===== src/rtl/elevator_call_panel.sv =====
// elevator_call_panel
//   Hall-side request initiator for the car controller. It debounces four
//   landing call buttons and latches them as pending calls that drive the
//   lamps. It issues one one-hot floor request at a time. Arrival is learned
//   by decoding the car's 7-segment floor display together with the door
//   status.
//
// Ports
//   clk            system clock
//   rst_n          asynchronous active-low reset
//   btn[3:0]       raw asynchronous call buttons (bit0=G .. bit3=F3)
//   car_seg[6:0]   car floor display, active-low segments {g..a}
//   car_door_open  car door open status
//   overload       car overload flag (blocks new requests only)
//   firealarm      building fire alarm (recall to ground)
//   req_g..req_f3  registered one-hot floor request to the car
//   call_lamp[3:0] pending-call lamps, same bit order as btn
//   car_floor[1:0] last validly decoded car floor
//   timeout_pulse  one-cycle pulse when a request is withdrawn on timeout
//
// States
//   IDLE        | no request outstanding; picks the next target
//   WAIT_ARRIVE | request held until arrival, timeout or fire alarm
//   FIRE        | ground recall; calls suppressed until the car is at G
//                 with the alarm cleared

module elevator_call_panel #(
  parameter int DEBOUNCE_CYCLES = 4,
  parameter int TIMEOUT_CYCLES  = 15
) (
  input  logic       clk,
  input  logic       rst_n,
  input  logic [3:0] btn,
  input  logic [6:0] car_seg,
  input  logic       car_door_open,
  input  logic       overload,
  input  logic       firealarm,
  output logic       req_g,
  output logic       req_f1,
  output logic       req_f2,
  output logic       req_f3,
  output logic [3:0] call_lamp,
  output logic [1:0] car_floor,
  output logic       timeout_pulse
);

  typedef enum logic [1:0] {
    IDLE        = 2'd0,
    WAIT_ARRIVE = 2'd1,
    FIRE        = 2'd2
  } state_t;

  typedef enum logic {
    DIR_DOWN = 1'b0,
    DIR_UP   = 1'b1
  } dir_t;

  localparam logic [3:0] DEB_MAX  = 4'(DEBOUNCE_CYCLES);
  localparam logic [7:0] TIME_MAX = 8'(TIMEOUT_CYCLES - 1);

  state_t     state;
  dir_t       dir;
  logic [3:0] req;
  logic [1:0] tgt_q;
  logic [7:0] timer;

  logic [3:0] sync1;
  logic [3:0] sync2;
  logic [3:0] deb_cnt [4];
  logic [3:0] deb_level;
  logic [3:0] deb_prev;
  logic [3:0] rise;

  logic       seg_valid;
  logic [1:0] seg_floor;
  logic [3:0] arrive;
  logic       clear_all;

  logic [1:0] up_tgt;
  logic       up_found;
  logic [1:0] dn_tgt;
  logic       dn_found;
  logic [1:0] tgt;
  dir_t       dir_sel;

  assign req_g  = req[0];
  assign req_f1 = req[1];
  assign req_f2 = req[2];
  assign req_f3 = req[3];

  // --------------------------------------------------------------------
  // Button synchronizer and debounce
  // --------------------------------------------------------------------
  always_ff @(posedge clk or negedge rst_n) begin
    if (!rst_n) begin
      sync1    <= '0;
      sync2    <= '0;
      deb_prev <= '0;
      for (int i = 0; i < 4; i++) deb_cnt[i] <= '0;
    end else begin
      sync1    <= btn;
      sync2    <= sync1;
      deb_prev <= deb_level;
      for (int i = 0; i < 4; i++) begin
        if (!sync2[i]) deb_cnt[i] <= '0;
        else if (deb_cnt[i] != DEB_MAX) deb_cnt[i] <= deb_cnt[i] + 4'd1;
      end
    end
  end

  always_comb begin
    for (int i = 0; i < 4; i++) deb_level[i] = (deb_cnt[i] == DEB_MAX);
  end

  // deb_prev follows the level in every state, so a button held through
  // FIRE does not produce a late call when FIRE is left.
  assign rise = deb_level & ~deb_prev;

  // --------------------------------------------------------------------
  // Car floor decode
  // --------------------------------------------------------------------
  always_comb begin
    seg_valid = 1'b1;
    seg_floor = 2'd0;
    case (car_seg)
      7'b1000000: seg_floor = 2'd0;
      7'b1111001: seg_floor = 2'd1;
      7'b0100100: seg_floor = 2'd2;
      7'b0110000: seg_floor = 2'd3;
      default:    seg_valid = 1'b0;
    endcase
  end

  always_ff @(posedge clk or negedge rst_n) begin
    if (!rst_n) car_floor <= 2'd0;
    else if (seg_valid) car_floor <= seg_floor;
  end

  always_comb begin
    for (int i = 0; i < 4; i++) arrive[i] = car_door_open && (car_floor == 2'(i));
  end

  // --------------------------------------------------------------------
  // Pending calls. Arrival beats a same-cycle press. Lamps are also wiped on
  // the cycle the alarm sends the FSM into FIRE.
  // --------------------------------------------------------------------
  assign clear_all = firealarm || (state == FIRE);

  always_ff @(posedge clk or negedge rst_n) begin
    if (!rst_n) call_lamp <= '0;
    else if (clear_all) call_lamp <= '0;
    else call_lamp <= (call_lamp | rise) & ~arrive;
  end

  // --------------------------------------------------------------------
  // Target selection (only consumed when call_lamp != 0)
  // --------------------------------------------------------------------
  always_comb begin
    up_tgt   = 2'd0;
    up_found = 1'b0;
    dn_tgt   = 2'd0;
    dn_found = 1'b0;
    // Descending scan: the last hit is the lowest floor above the car.
    for (int i = 3; i >= 0; i--) begin
      if (call_lamp[i] && (i > int'(car_floor))) begin
        up_tgt   = 2'(i);
        up_found = 1'b1;
      end
    end
    // Ascending scan: the last hit is the highest floor below the car.
    for (int i = 0; i < 4; i++) begin
      if (call_lamp[i] && (i < int'(car_floor))) begin
        dn_tgt   = 2'(i);
        dn_found = 1'b1;
      end
    end
  end

  always_comb begin
    tgt     = car_floor;
    dir_sel = dir;
    if (call_lamp[car_floor]) begin
      tgt = car_floor;
    end else if (dir == DIR_UP) begin
      if (up_found) begin
        tgt = up_tgt;
      end else begin
        tgt     = dn_tgt;
        dir_sel = DIR_DOWN;
      end
    end else begin
      if (dn_found) begin
        tgt = dn_tgt;
      end else begin
        tgt     = up_tgt;
        dir_sel = DIR_UP;
      end
    end
  end

  // --------------------------------------------------------------------
  // Request FSM
  // --------------------------------------------------------------------
  always_ff @(posedge clk or negedge rst_n) begin
    if (!rst_n) begin
      state         <= IDLE;
      dir           <= DIR_UP;
      req           <= '0;
      tgt_q         <= 2'd0;
      timer         <= '0;
      timeout_pulse <= 1'b0;
    end else begin
      timeout_pulse <= 1'b0;
      case (state)
        IDLE: begin
          if (firealarm) begin
            state <= FIRE;
            req   <= 4'b0001;
          end else if (!overload && (call_lamp != 4'b0000)) begin
            state <= WAIT_ARRIVE;
            req   <= 4'b0001 << tgt;
            tgt_q <= tgt;
            dir   <= dir_sel;
            timer <= '0;
          end
        end
        WAIT_ARRIVE: begin
          if (firealarm) begin
            state <= FIRE;
            req   <= 4'b0001;
          end else if (arrive[tgt_q]) begin
            state <= IDLE;
            req   <= '0;
          end else if (timer == TIME_MAX) begin
            // Lamp stays set, so IDLE reissues the same call.
            state         <= IDLE;
            req           <= '0;
            timeout_pulse <= 1'b1;
          end else begin
            timer <= timer + 8'd1;
          end
        end
        FIRE: begin
          req <= 4'b0001;
          if (!firealarm && arrive[0]) begin
            state <= IDLE;
            req   <= '0;
          end
        end
        default: begin
          state <= IDLE;
          req   <= '0;
        end
      endcase
    end
  end

endmodule


===== config.mk =====
export PLATFORM = sky130hd
export DESIGN_NAME = elevator_call_panel
export DESIGN_NICKNAME = d
export VERILOG_FILES = /design/src/rtl/elevator_call_panel.sv
export SDC_FILE = /design/constraint.sdc
export NUM_CORES = 1
export LEC_CHECK = 0
export BUFFER_PORTS_ARGS = -buffer_cell sky130_fd_sc_hd__buf_2
export CAP_MARGIN = 20
export CORE_ASPECT_RATIO = 1.4
export CORE_MARGIN = 4
export CORE_UTILIZATION = 55
export DETAILED_ROUTE_END_ITERATION = 10
export PLACE_DENSITY = 0.85
export REMOVE_ABC_BUFFERS = 1
export SLEW_MARGIN = 20
export SYNTH_ARGS = -nofsm -noshare
export SYNTH_HDL_FRONTEND = slang
export SYNTH_SLANG_ARGS = --single-unit

===== constraint.sdc =====
create_clock -name clk -period 2.4 [get_ports clk]
set_input_delay 0.24 -clock clk [delete_from_list [all_inputs] [get_ports clk]]
set_output_delay 0.24 -clock clk [all_outputs]
set_load 0.03 [all_outputs]

==> key figures <==
Power
  – Max IR drop VDD: 382.1 µV
  – LEAKAGE: 1.397 nW
  – PwrDens: 811.8 mW/mm²

STA
  – Final Hold Vio Count: 0
  – Slew @ Worst Pin: 517.0 ps
  – Worst clock skew: 4.578 ps
  – Max transition margin: 65.53%
  – Final worst slack: 426.1 ps
  – Fin crit period: 1974 ps
  – Unrepaired setup endpoints after global routing: no
  – Max Fclk: 506.6 MHz
  – # setup viols final: 0
  – Setup_tns: 0 ps
  – Final-report max-slew violation count: 0
  – Fin crit share: 82.25%

Final layout
  – Synth-to-Final Area Change: 12.67%
  – Post-route design area: 0.002925 mm²
  – Final std cells w/o fill: 345
  – Share of cells above drive strength 1: 14.84%
  – Fin util: 64.50%
  – Antenna Diode Count: 0
  – Nets: 308

Setup path
  – Reg-to-Reg Start: car_floor[0]
  – CP Class: reg -> reg
  – Crit Path Max Fanout: 16
  – Worst path required time: 2590 ps
  – R2R cell count: 6
  – Arrival time at the worst endpoint: 2170 ps
  – Flop2flop setup slack: 430 ps
  – Reg2reg end: req[0]
  – CP Capture Type: register
  – Startpoint types: register

Detailed routing
  – Mean routed wirelength per cell: 13.30 µm
  – 1st-iter DRT viols: 75
  – Vias per Instance: 5.481
  – DRT Pass-1 Iters: 4
  – DRT antenna net count: 0
  – Post-Route WL: 4.588 mm
  – Vias: 1891
  – DRC violations left: 0

Floorplan
  – Die area: 0.005899 mm²
  – Initial core utilization: 57.24%
  – Die H: 89.29 µm
  – Boundary Pins: 27
  – Cell row count: 29
  – Core ar.: 0.004536 mm²
  – Die width: 66.07 µm

Clocking
  – H-tree depth: 2
  – CTS clk-pin slew, worst paths: 90 ps
  – Clk_lat worst skew: 290 ps
  – Root Driver: clkbuf_8
  – Cts bufs inserted: 5
  – CTS tree: built
  – CTS Sinks: 52
  – CTS max path bufs: 2
  – Post_cts resized: 0

Synthesis
  – Post-synth EDFFs: 0
  – Post-Syn Instances: 251
  – Yosys top cell area share: 49.16%
  – Unique masters post-synth: 48
  – FFs w/ async S/R, synth: 100.0%
  – Post-synthesis instance area: 0.002596 mm²
  – Area leader, netlist: dfrtp_1
  – Area contributors post-synth: dfrtp_1, ha_1, nor2_1, a21oi_1, xor2_1
  – Seq/Total Area, Yosys: 50.17%
  – Top_reg_cell synth: dfrtp_1
  – Ys Warns: 0
  – Yosys reg bits: 52
  – Average size of a mapped cell: 10.34 µm²

Global routing
  – Largest net degree at the start of global routing: 53
  – Total congestion overflow: 0
  – Initial antenna violation count: 0
  – First-pass GRT wire length: 7.762 mm
  – Vias in the first global route: 1780
  – Overall Global Routing Usage: 17.05%

Placed design
  – Placer Congestion: 0.8602
  – DP Worst Slack: 463.5 ps
  – Final HPWL from detailed placement: 3.350 mm
  – Cell Area, Placed: 0.002808 mm²
  – Placed cells: 336
  – Port bufs: 26

Worst hold path
  – Worst hold stages: 1
  – Hold crit path type: in -> reg
  – Hold EP: sync1[2]
  – Hold Crit Start: btn[2]

Run
  – Max_cap viols: 0

Outcome
  – Outcome: finished clean
[cell families after synthesis]
| logic type | Yosys count | share of synthesized area (%) |
|---|---|---|
| buf+inv | 23 | 3.518 |
| xor+xnor | 17 | 5.735 |
| simple gates | 94 | 19.04 |
| compound gates | 51 | 15.18 |
| fa+ha+maj | 10 | 4.819 |
| mux | 4 | 1.542 |
| flops | 52 | 50.17 |
[layout by cell type, fill, tap and decap left out, types with 4 or more instances in the layout]
master and count:
clkbuf_8 5, xor2_1 9, nand3b_1 6, nor2b_1 10, xnor2_1 8, nor3_1 6, a21oi_1 16, inv_1 18
nand4_1 5, buf_2 26, a21o_1 4, dfrtp_1 51, and2_1 4, a21boi_0 4, nand2_1 11, nand3_1 8
ha_1 10, mux2i_1 4, nor2_1 29
[through the flow]
| stage | hold WS [ps] | total power, W |
|---|---|---|
| floorplan | -55.59 | 0.001647 |
| CTS | 34.37 | 0.002400 |
| global route | 20.99 | 0.002552 |
| finish | 43.42 | 0.002375 |
| detailed placement | 248.0 | 0.001823 |
| global placement | 244.9 | 0.001790 |
[where the power goes]
part / leakage, nW / switching, W / internal (W)
registers: 0.676 / 0.000164 / 0.00103
clock network: 0.0552 / 0.000259 / 0.000309
logic: 0.666 / 0.000341 / 0.000272
[per-layer routing]
metal,vias up,global-route usage [%],wire length [µm]
li1,936,-,-
met1,904,19.74,1888
met2,40,30.84,2396
met3,11,3.019,189
met4,0,7.209,114
met5,-,0,0
[sequential cells by signal (all words and copies together) (netlist names), 4 cells and up]
name,flops
deb_prev,4
call_lamp,4
req,4
sync1,4
sync2,4
deb_cnt,16
timer,8
[what timing repair did]
item | CTS | global route
buffers inserted | 0 | 0
hold buffers | 1 | 0
endpoints found under the setup margin | 0 | 0
endpoints found under the hold margin | 51 | 0
[worst max-delay path, cell delays in order, from the launching register on]
cell and delay (ps):
dfrtp_1 660, xor2_1 180, o311ai_4 410, o22ai_2 180
a211oi_1 260, a221o_1 140, nand2_1 40
[worst max path at each step]
stage                   to  cells past startpoint         start  slack (ps)
floorplan           req[0]                      6  car_floor[0]         450
global placement    req[0]                      6  car_floor[0]         520
detailed placement  req[0]                      6  car_floor[0]         460
CTS                 req[0]                      6  car_floor[0]         460
global route        req[0]                      6  car_floor[0]         200
finish              req[0]                      6  car_floor[0]         430
[area by class of cell]
cell class              count  area (µm²)
multi-input cells         176        1202
flip-flops and latches     52        1303
clock inverters             2       35.03
clock buffers               6       72.57
repair buffers             29       167.7
fillers                   356        1610
inverters                  18       67.56
well taps                  62       77.57
[Yosys cell counts, types with 2 or more instances]
cell type / n
o21ai_1: 2
o22ai_1: 3
ha_1: 10
a21boi_0: 4
a21o_1: 4
a22o_1: 3
a211oi_1: 3
inv_1: 18
clkbuf_1: 3
and2_1: 4
or3_1: 2
a21oi_1: 16
xnor2_1: 8
dfrtp_1: 51
a311oi_1: 3
and3_1: 3
or2_1: 2
nor2b_1: 10
nand2_1: 11
nand3_1: 8
nand4_1: 5
mux2i_1: 4
xor2_1: 9
nand3b_1: 6
nand2b_1: 3
nor3_1: 6
nor2_1: 29
No activity file was read; power rests on OpenSTA's default activity.
